--- config.mk ---
export PLATFORM = sky130hd
export DESIGN_NAME = car_sprite_addr_gen
export DESIGN_NICKNAME = d
export VERILOG_FILES = /design/src/rtl/car_sprite_pkg.sv /design/src/rtl/car_angle_quant.sv /design/src/rtl/car_sprite_addr_gen.sv
export SDC_FILE = /design/constraint.sdc
export NUM_CORES = 1
export LEC_CHECK = 0
export CELL_PAD_IN_SITES_DETAIL_PLACEMENT = 0
export CELL_PAD_IN_SITES_GLOBAL_PLACEMENT = 1
export CORE_MARGIN = 1.5
export CORE_UTILIZATION = 50
export DETAILED_ROUTE_END_ITERATION = 16
export GPL_TIMING_DRIVEN = 0
export PLACE_DENSITY = 0.88
export SETUP_SLACK_MARGIN = 0.2
export SLEW_MARGIN = 20
export SYNTH_ARGS = -nofsm -noshare
export SYNTH_HDL_FRONTEND = slang
export SYNTH_HIERARCHICAL = 1
export SYNTH_SLANG_ARGS = --single-unit
--- constraint.sdc ---
create_clock -name clk -period 14.39 [get_ports clk]
set_clock_uncertainty 0.05 [all_clocks]
set_input_delay 2.1585 -clock clk [delete_from_list [all_inputs] [get_ports clk]]
set_output_delay 2.1585 -clock clk [all_outputs]
set_load 0.03 [all_outputs]
--- src/rtl/car_sprite_pkg.sv ---
// Shared constants and defaults for the car sprite address generator.
// Latency: n/a (package only).
// Backpressure: n/a (package only).
package car_sprite_pkg;

    localparam int DEG_FULL = 360;   // degrees in a full turn
    localparam int DEG_W    = 9;     // angle field width, 0..511
    localparam int PIX_W    = 10;    // sprite-local pixel coordinate width

    localparam int SPR_W_DEF      = 75;
    localparam int SPR_H_DEF      = 75;
    localparam int N_FRAMES_DEF   = 16;
    localparam int SHEET_COLS_DEF = 8;
    localparam int N_CARS_DEF     = 2;

    // Index width that never collapses to zero bits for a count of 1.
    function automatic int clog2_min1(input int n);
        return (n > 1) ? $clog2(n) : 1;
    endfunction

endpackage

--- src/rtl/car_angle_quant.sv ---
// Angle-to-rotation-frame quantiser: wraps d>=360 once, then idx = floor(d*N_FRAMES/360).
// Latency: purely combinational.
// Backpressure: none (no handshake).
// Ports: i_deg  - shadow angle 0..511
//        o_idx  - rotation frame index 0..N_FRAMES-1
module car_angle_quant
    import car_sprite_pkg::*;
#(
    parameter  int N_FRAMES = N_FRAMES_DEF,
    localparam int IDX_W    = clog2_min1(N_FRAMES)
) (
    input  logic [DEG_W-1:0] i_deg,
    output logic [IDX_W-1:0] o_idx
);

    logic [DEG_W-1:0] w_deg_wrap;
    logic [31:0]      w_prod;

    always_comb begin
        // A single subtraction suffices: the 9-bit input tops out at 511 < 720.
        w_deg_wrap = (i_deg >= DEG_W'(DEG_FULL)) ? (i_deg - DEG_W'(DEG_FULL)) : i_deg;
        // Multiply before dividing so the floor is exact; never rounds up.
        w_prod     = 32'(w_deg_wrap) * 32'(N_FRAMES);
        o_idx      = IDX_W'(w_prod / 32'(DEG_FULL));
    end

endmodule

--- src/rtl/car_sprite_addr_gen.sv ---
// Sprite ROM address generator: car + rotation frame + sprite-local pixel -> ROM address.
// Latency: 2 cycles (stage 1 resolves frame/oob, stage 2 registers the address).
// Backpressure: valid/ready; each stage advances when empty or when its successor advances.
// Ports: clk, rst (async, active high); frame_start + degree_flat latch per-car angles;
//        in_valid/in_ready/in_car/pixel_x/pixel_y request side;
//        out_valid/out_ready/rom_addr/out_car/out_oob result side.
module car_sprite_addr_gen
    import car_sprite_pkg::*;
#(
    parameter  int SPR_W      = SPR_W_DEF,
    parameter  int SPR_H      = SPR_H_DEF,
    parameter  int N_FRAMES   = N_FRAMES_DEF,
    parameter  int SHEET_COLS = SHEET_COLS_DEF,
    parameter  int N_CARS     = N_CARS_DEF,
    localparam int CAR_W      = clog2_min1(N_CARS),
    localparam int ADDR_W     = $clog2(N_CARS * N_FRAMES * SPR_W * SPR_H)
) (
    input  logic                      clk,
    input  logic                      rst,
    input  logic                      frame_start,
    input  logic [DEG_W*N_CARS-1:0]   degree_flat,
    input  logic                      in_valid,
    output logic                      in_ready,
    input  logic [CAR_W-1:0]          in_car,
    input  logic [PIX_W-1:0]          pixel_x,
    input  logic [PIX_W-1:0]          pixel_y,
    output logic                      out_valid,
    input  logic                      out_ready,
    output logic [ADDR_W-1:0]         rom_addr,
    output logic [CAR_W-1:0]          out_car,
    output logic                      out_oob
);

    localparam int IDX_W = clog2_min1(N_FRAMES);
    localparam int ROW_W = clog2_min1(N_FRAMES / SHEET_COLS);
    localparam int COL_W = clog2_min1(SHEET_COLS);

    // Per-car angle shadows and their frame indices.
    logic [DEG_W-1:0] r_shadow [N_CARS];
    logic [IDX_W-1:0] w_idx    [N_CARS];

    always_ff @(posedge clk or posedge rst) begin
        if (rst) begin
            for (int k = 0; k < N_CARS; k++) r_shadow[k] <= '0;
        end else if (frame_start) begin
            for (int k = 0; k < N_CARS; k++) r_shadow[k] <= degree_flat[k*DEG_W +: DEG_W];
        end
    end

    // Quantisers read the registered shadow, so a request accepted alongside
    // frame_start still sees the previous angle.
    for (genvar g = 0; g < N_CARS; g++) begin : g_quant
        car_angle_quant #(.N_FRAMES(N_FRAMES)) u_quant (
            .i_deg (r_shadow[g]),
            .o_idx (w_idx[g])
        );
    end

    // Stage 1 request decode.
    logic [IDX_W-1:0] w_sel_idx;
    logic             w_car_oob;
    logic             w_pix_oob;

    always_comb begin
        w_sel_idx = '0;
        w_car_oob = 1'b1;
        for (int k = 0; k < N_CARS; k++) begin
            if (in_car == CAR_W'(k)) begin
                w_sel_idx = w_idx[k];
                w_car_oob = 1'b0;
            end
        end
        w_pix_oob = (32'(pixel_x) >= 32'(SPR_W)) || (32'(pixel_y) >= 32'(SPR_H));
    end

    // Handshake: readiness flows backwards from out_ready only, never from in_valid.
    logic w_s1_rdy;
    logic w_s2_rdy;
    logic r_s1_vld;
    logic r_out_vld;

    assign w_s2_rdy = !r_out_vld || out_ready;
    assign w_s1_rdy = !r_s1_vld || w_s2_rdy;
    assign in_ready = w_s1_rdy;

    logic [CAR_W-1:0] r_s1_car;
    logic [PIX_W-1:0] r_s1_x;
    logic [PIX_W-1:0] r_s1_y;
    logic [ROW_W-1:0] r_s1_row;
    logic [COL_W-1:0] r_s1_col;
    logic             r_s1_oob;

    logic [ADDR_W-1:0] r_rom_addr;
    logic [CAR_W-1:0]  r_out_car;
    logic              r_out_oob;

    // Stage 2 address, summed in 32 bits and narrowed only at the end.
    logic [31:0] w_addr_full;

    always_comb begin
        w_addr_full = 32'(r_s1_car) * 32'(N_FRAMES * SPR_W * SPR_H)
                    + 32'(r_s1_row) * 32'(SHEET_COLS * SPR_W * SPR_H)
                    + 32'(r_s1_y)   * 32'(SHEET_COLS * SPR_W)
                    + 32'(r_s1_col) * 32'(SPR_W)
                    + 32'(r_s1_x);
    end

    always_ff @(posedge clk or posedge rst) begin
        if (rst) begin
            r_s1_vld   <= 1'b0;
            r_s1_car   <= '0;
            r_s1_x     <= '0;
            r_s1_y     <= '0;
            r_s1_row   <= '0;
            r_s1_col   <= '0;
            r_s1_oob   <= 1'b0;
            r_out_vld  <= 1'b0;
            r_rom_addr <= '0;
            r_out_car  <= '0;
            r_out_oob  <= 1'b0;
        end else begin
            if (w_s1_rdy) begin
                r_s1_vld <= in_valid;
                if (in_valid) begin
                    r_s1_car <= in_car;
                    r_s1_x   <= pixel_x;
                    r_s1_y   <= pixel_y;
                    r_s1_row <= ROW_W'(32'(w_sel_idx) / 32'(SHEET_COLS));
                    r_s1_col <= COL_W'(32'(w_sel_idx) % 32'(SHEET_COLS));
                    r_s1_oob <= w_pix_oob || w_car_oob;
                end
            end
            // Output registers only move when the consumer can take them,
            // which keeps them stable during a stall.
            if (w_s2_rdy) begin
                r_out_vld <= r_s1_vld;
                if (r_s1_vld) begin
                    r_rom_addr <= r_s1_oob ? '0 : ADDR_W'(w_addr_full);
                    r_out_car  <= r_s1_car;
                    r_out_oob  <= r_s1_oob;
                end
            end
        end
    end

    assign out_valid = r_out_vld;
    assign rom_addr  = r_rom_addr;
    assign out_car   = r_out_car;
    assign out_oob   = r_out_oob;

endmodule

==> results of run 1 <==
[cell type report]
cell class | instances | area [µm²] | share of cell area [%]
Tap cell | 216 | 270 | 2.85
Sequential cell | 66 | 1650 | 17.4
Clock buffer | 9 | 225 | 2.37
Buffer | 35 | 165 | 1.74
Clock inverter | 7 | 103 | 1.08
Timing Repair Buffer | 64 | 658 | 6.93
Multi-Input combinational cell | 725 | 6110 | 64.3
Inverter | 82 | 315 | 3.32
[metrics by stage]
| step | worst slack (ps) | hold slack [ps] | cell area (µm²) | utilization [%] | std cells |
|---|---|---|---|---|---|
| after global routing | 7320 | 466 | 9490 | 59.3 | 1204 |
| after CTS | 7890 | 444 | 9490 | 59.3 | 1204 |
| after detailed placement | 7970 | 420 | 9170 | 57.3 | 1188 |
| after global placement | 7940 | 411 | 9140 | 57.1 | 1187 |
| after floorplan | 8730 | 407 | 8240 | - | 908 |
| final | 7830 | 439 | 9490 | 59.3 | 1204 |
[critical path: cells and delay by family, from the launching register on]
kind	cells	cell delay, ps
DFF	1	490
muxes	1	160
buffers and inverters	3	350
AOI/OAI and AO/OA	12	2830
xor gates and xnor gates	1	240
and+or+nand+nor	6	1400
adders and majority gates	3	910
[cells by family after synthesis]
family / Yosys count
simple gates: 235
mux: 52
compound gates: 266
buf+inv: 117
xor+xnor: 42
fa+ha+maj: 130
flops: 66
[state kept, by name (all words and copies together), names as in the netlist]
signal	cells
r_shadow	18
out_oob	1
rom_addr	18
r_s1_row	1
out_car	1
out_valid	1
r_s1_oob	1
r_s1_car	1
r_s1_x	10
r_s1_y	10
r_s1_vld	1
r_s1_col	3
[worst paths after layout]
check / start / end / slack (ps) / cells after the start
max in group asynchronous: rst / r_shadow[6] / 11730 / 3
min reg2reg: rom_addr[14] / rom_addr[14] / 440 / 2
max: r_shadow[12] / r_s1_col[0] / 7830 / 26
min: rom_addr[14] / rom_addr[14] / 440 / 2
max reg2reg: r_shadow[12] / r_s1_col[0] / 7830 / 26
min in group asynchronous: rst / rom_addr[16] / 2020 / 2
[metal layers]
metal	vias to the layer above	global-route usage, %
li1	3535	-
met1	3447	36.1
met2	204	37.2
met3	21	4.32
met4	0	5.31
met5	-	0
[synthesized netlist by cell type (all sizes together), types with 7 or more instances]
cell	instances
fa	32
o21a	13
a41o	8
o211ai	9
nor4	9
a211oi	10
xor2	10
o22ai	8
dfrtp	66
nor3	16
nand2b	16
xnor2	32
nor2	53
ha	98
o21ai	54
a21oi	43
a31oi	12
nand3	22
a21o	13
o31ai	13
nand4	8
mux2	42
nand2	71
o2111ai	7
buf	21
clkbuf	14
inv	82
mux2i	10
[cells in the final DEF, fill, tap and decap left out, types with 7 or more instances in the layout]
cell,netlist,layout
ha_1,98,98
nand4_1,8,8
fa_1,32,32
xnor2_1,30,30
a21o_1,13,13
o21ai_0,39,39
dfrtp_1,66,66
nor2_1,47,47
clkbuf_1,12,12
xor2_1,10,10
clkbuf_16,0,9
buf_2,13,13
o2111ai_1,7,7
nand2_1,71,71
inv_1,80,79
nor4_1,7,7
nand2b_1,16,16
o211ai_1,7,7
mux2i_1,10,10
nor3_1,16,16
clkdlybuf4s50_1,0,63
nand3_1,22,22
o31ai_1,11,11
o21a_1,11,11
a21oi_2,7,7
a31oi_1,10,10
a21oi_1,36,36
mux2_2,40,40
o21ai_1,11,11
==> impl_metrics.py, run 1 <==
metrics = {
    "finish": {
        "fin_nets": 1157,
        "syn2layout_area_growth_pct": 15.3,
        "drive_above_1_share_pct": 13.4,
        "nFillCells": 1495,
        "n_antenna_cell": 0,
    },
    "critical_path": {
        "crit_slowest_cell": "a32oi_1",
        "critical_path_class": "flip-flop to flip-flop",
        "slowest_delay_ps": 620,
        "cp_max_fo": 8,
        "start_kind": "flip-flop",
        "required_ps": 14550,
        "worstPathArrival_ps": 6720,
        "cp-end-kind": "flip-flop",
    },
    "floorplanning": {
        "pin_count": 66,
        "coreArea_um2": 16000,
        "rows": 46,
        "initial_core_util_pct": 51.5,
        "dieArea_um2": 17300,
        "die_w_um": 131,
        "die_h_um": 131,
    },
    "yosys": {
        "yosys.area_share.adder_pct": 22.7,
        "synth_top_cell_area_share_pct": 20.1,
        "synthCells": 908,
        "synth-seq-cells": 66,
        "synth_compound_area_share_pct": 25.0,
        "syn_avg_cell_area_um2": 9.07,
        "yosys.area_share.simple_pct": 14.7,
        "netlist_area_um2": 8240,
        "synth_area_leaders": "dfrtp_1 20%, ha_1 15%, fa_1 7.8%",
        "synth_largest_area_cell": "dfrtp_1",
        "synth_top_family_by_area": "compound AO/OA/AOI/OAI gates",
        "ys_types": 84,
        "synthArstFlopShare_pct": 100,
        "synth-xor-area-share_pct": 4.65,
        "synth_edf_count": 0,
        "seq_area_frac_synth_pct": 20.1,
        "syn-num-nets": 1082,
        "synthMuxAreaShare_pct": 7.05,
        "synth-main-ff-cell": "dfrtp_1",
        "yosys_warnings": 6,
    },
    "timing": {
        "fin_crit_sh_pct": 45.6,
        "relSlewSlack_pct": 46.4,
        "slew_violations": 0,
        "worstMarginPinSlew_ps": 803,
        "final_hold_viol_count": 0,
        "setup_viol_count_final": 0,
        "setup_tns_ps": 0,
        "fin_crit_ps": 6560,
        "timing.fmax_ghz": 0.152,
        "rsz0062_at_grt": "no",
    },
    "placement": {
        "hpwlAfterDp_mm": 16.1,
        "place_congestion": 0.902,
        "io_buffer_count": 63,
    },
    "global_routing": {
        "grt_pass1_vias": 6766,
        "grt-ovfl-total": 0,
        "antenna_found_initial": 0,
        "groute.usage.overall_pct": 24.4,
        "grt_pass1_wl_mm": 34.6,
        "grt_max_degree": 56,
    },
    "clock_network": {
        "post_cts_buffers": 0,
        "cts_hold_buf": 0,
        "cts-htree-levels": 3,
        "cts_made_buffers": 9,
        "cts_resized": 0,
        "cts_root_buf": "clkbuf_16",
        "clk_pin_slew_ps": 60,
        "clock_latency_ps": 340,
        "cts_tree": "built",
        "clock_sinks": 66,
        "clk_path_buf_depth": 2,
    },
    "job": {
        "drv_cap": 0,
    },
    "route": {
        "routed_via_density": 5.99,
        "drc": 0,
        "first_iter_violations": 471,
        "drtAntennaViolNets": 0,
        "drtPass1Iterations": 5,
        "route.met2.wl_mm": 8.94,
        "drt_wl_total_mm": 20.5,
        "route.vias.total": 7207,
        "highest_layer": "met4",
        "routedWlPerCell_um": 17.0,
        "wl_met3_mm": 1.22,
        "wl_met1_mm": 10.1,
    },
    "worst_hold_path": {
        "hold_path.class": "flip-flop to flip-flop",
    },
    "run_status": {
        "status": "complete, no violations",
    },
}
Power of run 1 is left out: the tool's default activity adds up to more than one toggle a clock period on the data nets, which glitch-free logic cannot reach.
==> run 2, diff against run 1 <==
--- a/config.mk
+++ b/config.mk
@@ -8,10 +8,10 @@
 export CELL_PAD_IN_SITES_DETAIL_PLACEMENT = 0
 export CELL_PAD_IN_SITES_GLOBAL_PLACEMENT = 1
 export CORE_MARGIN = 1.5
-export CORE_UTILIZATION = 50
+export CORE_UTILIZATION = 47
 export DETAILED_ROUTE_END_ITERATION = 16
 export GPL_TIMING_DRIVEN = 0
-export PLACE_DENSITY = 0.88
+export PLACE_DENSITY = 0.84
 export SETUP_SLACK_MARGIN = 0.2
 export SLEW_MARGIN = 20
 export SYNTH_ARGS = -nofsm -noshare
==> constraint.sdc (replaced) <==
create_clock -name clk -period 6.07 [get_ports clk]
set_clock_uncertainty 0.05 [all_clocks]
set_input_delay 0.9105 -clock clk [delete_from_list [all_inputs] [get_ports clk]]
set_output_delay 0.9105 -clock clk [all_outputs]
set_load 0.03 [all_outputs]
==> run 2 against run 1 <==
Register-to-register slack lost 7500 ps. Setup slack lost 7500 ps. Wire length rose by 5.8%. Design area rose by 6.5%. Global-route usage shrank 0.14 points. Flip-flop and latch count is the same. Maximum frequency increased by 14%. Core utilization shrank 0.66 points. First-iteration DRC count is 37% higher. Non-clock buffer count rose by 25. Critical path depth shrank 7. Critical endpoint is now rom_addr[16]. Largest cell class unchanged.
==> impl_metrics.py, run 2 (synthesized netlist as in run 1, its figures left out) <==
metrics = {
    "placement": {
        "hpwlAfterDp_mm": 16.1,
        "dpl_worst_slack_ps": -386,
        "io_buffer_count": 63,
        "place_congestion": 0.884,
    },
    "floorplanning": {
        "rows": 48,
        "die_w_um": 135,
        "pin_count": 66,
        "coreArea_um2": 17200,
        "initial_core_util_pct": 47.8,
        "die_h_um": 135,
        "dieArea_um2": 18300,
    },
    "global_routing": {
        "antenna_found_initial": 0,
        "groute.usage.overall_pct": 24.3,
        "grt-ovfl-total": 0,
        "grt_pass1_wl_mm": 35.7,
        "grt_max_degree": 54,
        "grt_pass1_vias": 7028,
    },
    "route": {
        "route.vias.total": 7380,
        "drc": 0,
        "routedWlPerCell_um": 17.5,
        "drtAntennaViolNets": 0,
        "drt_wl_total_mm": 21.7,
        "first_iter_violations": 643,
        "drtPass1Iterations": 5,
        "routed_via_density": 5.96,
    },
    "finish": {
        "seqCellArea_um2": 1660,
        "syn2layout_area_growth_pct": 22.8,
        "fin_nets": 1182,
        "final_cell_mix": "81 x ha_1, 77 x inv_1, 71 x nand2_1",
        "final_common_cell": "ha_1",
        "n_antenna_cell": 0,
        "drive_above_1_share_pct": 20.5,
        "post-route-util_pct": 58.7,
        "nFillCells": 1529,
        "multi_input_area_um2": 6530,
    },
    "timing": {
        "setup_tns_ps": 0,
        "slew_violations": 0,
        "rsz0062_at_grt": "yes",
        "timing.fmax_ghz": 0.174,
        "setup_viol_count_final": 0,
        "fin_ws_ps": 334,
        "worstMarginPinSlew_ps": 787,
        "fin_crit_ps": 5740,
        "relSlewSlack_pct": 47.0,
        "fin_crit_sh_pct": 94.5,
        "final_hold_viol_count": 0,
    },
    "critical_path": {
        "r2r-start": "r_s1_y[5]",
        "cp-end-kind": "flip-flop",
        "slowest_delay_ps": 530,
        "cp_max_fo": 5,
        "cp-startpoint": "r_s1_y[5]",
        "worstPathArrival_ps": 5920,
        "required_ps": 6250,
        "cpMostUsedCell": "ha_1",
        "crit_slowest_cell": "fa_1",
        "start_kind": "flip-flop",
        "crit_chain": "ha_1, ha_1, fa_1, inv_1, fa_1, inv_1, ha_2, or4_4, o21ai_2, xnor2_1, ha_1, ha_1, ha_1, ha_2, or4_1, a41o_1, a41oi_2, xnor2_1, a22o_1",
        "critical_path_class": "flip-flop to flip-flop",
        "r2r_cells": 19,
    },
    "clock_network": {
        "clk_pin_slew_ps": 60,
        "cts_root_buf": "clkbuf_16",
        "cts_made_buffers": 9,
        "cts_tree": "built",
        "cts_hold_buf": 0,
        "cts-htree-levels": 3,
        "clock_sinks": 66,
        "clock_latency_ps": 340,
        "clk_path_buf_depth": 2,
    },
    "worst_hold_path": {
        "hold_path.class": "flip-flop to flip-flop",
        "hold_depth": 2,
        "worstHoldStart": "rom_addr[17]",
    },
    "run_status": {
        "status": "complete, no violations",
    },
    "job": {
        "drv_cap": 0,
    },
}
==> run 2: cell count changes in the layout (fill, tap and decap cells not counted), sizes merged <==
cell and delta:
inv -1, buf +25, clkbuf +1
==> run 2: worst paths after layout <==
kind / endpoint / slack, ps
worst max-delay path: rom_addr[16] / 330
worst min-delay path: rom_addr[17] / 420
worst max register to register: rom_addr[16] / 330
worst min register to register: rom_addr[17] / 420
max in group asynchronous: r_shadow[3] / 4630
min in group asynchronous: rom_addr[6] / 790
==> run 2: per-stage QoR <==
stage,cells,hold slack [ps],cell area (µm²)
2_1_floorplan,908,407,8240
4_1_cts,1221,430,9670
3_5_place_dp,1197,416,9180
3_3_place_gp,1196,416,9150
6_report,1238,423,10100
5_1_grt,1238,454,10100
==> run 2: area by class of cell <==
type,instances,share of cell area (%)
multi-input cells,725,64.5
flip-flops and latches,66,16.4
repair buffers,89,8.36
inverters,82,3.12
well taps,225,2.78
clock buffers,10,2.26
plain buffers,35,1.63
clock inverters,6,0.903
==> run 2: per-layer routing <==
metal  wire length (µm)  GRT usage, %  share of wire [%]
met2               9530          36.9                 44
met4                303          5.08                1.4
met1              10500          35.4                 49
met5                  0             0                  0
met3               1330          5.20                6.1
==> run 2: repair_timing <==
item	4_1_cts	5_1_grt
setup endpoints to repair	4	5
buffers inserted	8	17
pin swaps	7	24
gates resized for setup	21	52
==> run 2: worst max-delay path, delay by kind of cell, from the launching register on <==
family	cells	cell delay (ps)
simple gates	2	1040
flops	1	440
xor+xnor	2	280
compound gates	4	760
fa+ha+maj	9	2940
buf+inv	2	100
Power of run 2 is left out for the same reason.
==> run 3, diff against run 2 <==
--- a/config.mk
+++ b/config.mk
@@ -11,6 +11,7 @@
 export CORE_UTILIZATION = 47
 export DETAILED_ROUTE_END_ITERATION = 16
 export GPL_TIMING_DRIVEN = 0
+export MAX_ROUTING_LAYER = met4
 export PLACE_DENSITY = 0.84
 export SETUP_SLACK_MARGIN = 0.2
 export SLEW_MARGIN = 20
==> run 3 against run 2 <==
Hold slack hardly changed. Count of clock-buffer cells in the layout unchanged. Critical path depth did not move. Global-route usage rose by 0.70 points. Critical endpoint unchanged.
==> impl_metrics.py, run 3 (synthesized netlist as in run 1, its figures left out) <==
metrics = {
    "global_routing": {
        "grt_pass1_wl_mm": 35.7,
        "groute.usage.overall_pct": 25.0,
        "antenna_found_initial": 0,
        "grt_max_degree": 54,
        "grt_pass1_vias": 7039,
        "grt-ovfl-total": 0,
    },
    "finish": {
        "final_common_cell": "ha_1",
        "fin_nets": 1183,
        "syn2layout_area_growth_pct": 22.9,
        "final_cell_mix": "81 x ha_1, 77 x inv_1, 71 x nand2_1",
        "drive_above_1_share_pct": 20.6,
        "post-route-util_pct": 58.7,
        "n_antenna_cell": 0,
        "nFillCells": 1532,
        "finalNonFillerCells": 1239,
    },
    "clock_network": {
        "clk_path_buf_depth": 2,
        "clk_pin_slew_ps": 60,
        "cts_hold_buf": 0,
        "clock_sinks": 66,
        "cts_made_buffers": 9,
        "clock_latency_ps": 340,
        "cts_root_buf": "clkbuf_16",
        "cts-htree-levels": 3,
        "cts_tree": "built",
    },
    "floorplanning": {
        "dieArea_um2": 18300,
        "die_w_um": 135,
        "initial_core_util_pct": 47.8,
        "rows": 48,
        "coreArea_um2": 17200,
        "pin_count": 66,
        "die_h_um": 135,
    },
    "timing": {
        "timing.fmax_ghz": 0.174,
        "fin_ws_ps": 331,
        "worstMarginPinSlew_ps": 785,
        "relSlewSlack_pct": 47.2,
        "fin_crit_sh_pct": 94.5,
        "fin_crit_ps": 5740,
        "setup_viol_count_final": 0,
        "rsz0062_at_grt": "yes",
        "slew_violations": 0,
        "final_hold_viol_count": 0,
    },
    "job": {
        "drv_cap": 0,
    },
    "run_status": {
        "status": "complete, no violations",
    },
    "route": {
        "route.vias.total": 7408,
        "drtAntennaViolNets": 0,
        "routed_via_density": 5.98,
        "first_iter_violations": 570,
        "drc": 0,
        "routedWlPerCell_um": 17.6,
        "drtPass1Iterations": 5,
        "drt_wl_total_mm": 21.8,
    },
    "worst_hold_path": {
        "hold_path.class": "flip-flop to flip-flop",
    },
    "critical_path": {
        "required_ps": 6250,
        "start_kind": "flip-flop",
        "worstPathArrival_ps": 5920,
        "critical_path_class": "flip-flop to flip-flop",
        "cp-end-kind": "flip-flop",
        "cp_max_fo": 5,
    },
    "placement": {
        "place_congestion": 0.898,
        "hpwlAfterDp_mm": 16.1,
        "dpl_worst_slack_ps": -386,
        "io_buffer_count": 63,
        "placed_cells": 1197,
    },
}
[run 3: cell count changes in the layout (fill, tap and decap cells not counted), sizes merged]
cell / delta
buf: +1
[run 3: area by class of cell]
type | count | area, µm² | share of cell area [%]
buffer | 35 | 165 | 1.63
clock buffer | 10 | 229 | 2.26
clock inverter | 6 | 91.3 | 0.902
inverter | 82 | 315 | 3.11
multi-input combinational | 725 | 6530 | 64.5
sequential | 66 | 1660 | 16.4
tap | 225 | 282 | 2.78
timing repair buffer | 90 | 853 | 8.43
[run 3: per-layer routing]
| layer | GRT usage (%) | vias up | part of all wire, % |
|---|---|---|---|
| li1 | - | 3571 | - |
| met1 | 35.6 | 3571 | 49 |
| met2 | 36.9 | 236 | 44 |
| met3 | 4.60 | 30 | 5.3 |
| met4 | 5.44 | 0 | 1.4 |
| met5 | - | - | 0 |
[run 3: critical path, cell delays in order, from the launching register on]
cell	delay, ps
dfrtp_2	440
ha_1	300
ha_1	300
fa_1	530
inv_1	50
fa_1	520
inv_1	50
ha_2	210
or4_4	530
o21ai_2	140
xnor2_1	180
ha_1	290
ha_1	280
ha_1	300
ha_2	210
or4_1	510
a41o_1	240
a41oi_2	180
xnor2_1	100
a22o_1	200
[run 3: worst paths after layout]
path	start	to	slack, ps	cells past startpoint
min in group asynchronous	rst	rom_addr[6]	790	2
setup / recovery	r_s1_y[5]	rom_addr[16]	330	19
hold reg to reg	rom_addr[17]	rom_addr[17]	420	2
hold / removal	rom_addr[17]	rom_addr[17]	420	2
max in group asynchronous	rst	r_shadow[3]	4630	3
setup reg to reg	r_s1_y[5]	rom_addr[16]	330	19
[run 3: stage by stage]
stage	hold WS (ps)	TNS (ps)	area (µm²)
global placement	416	-343	9150
CTS	430	0	9670
finish	422	0	10100
global route	454	0	10100
floorplan	407	0	8240
detailed placement	416	-386	9180
[run 3: timing repair]
item	CTS	global route
endpoints found under the setup margin	4	5
setup buffers	8	18
resized for setup	21	52
pin swaps	7	23
cloned	0	0
Power of run 3 is left out for the same reason.
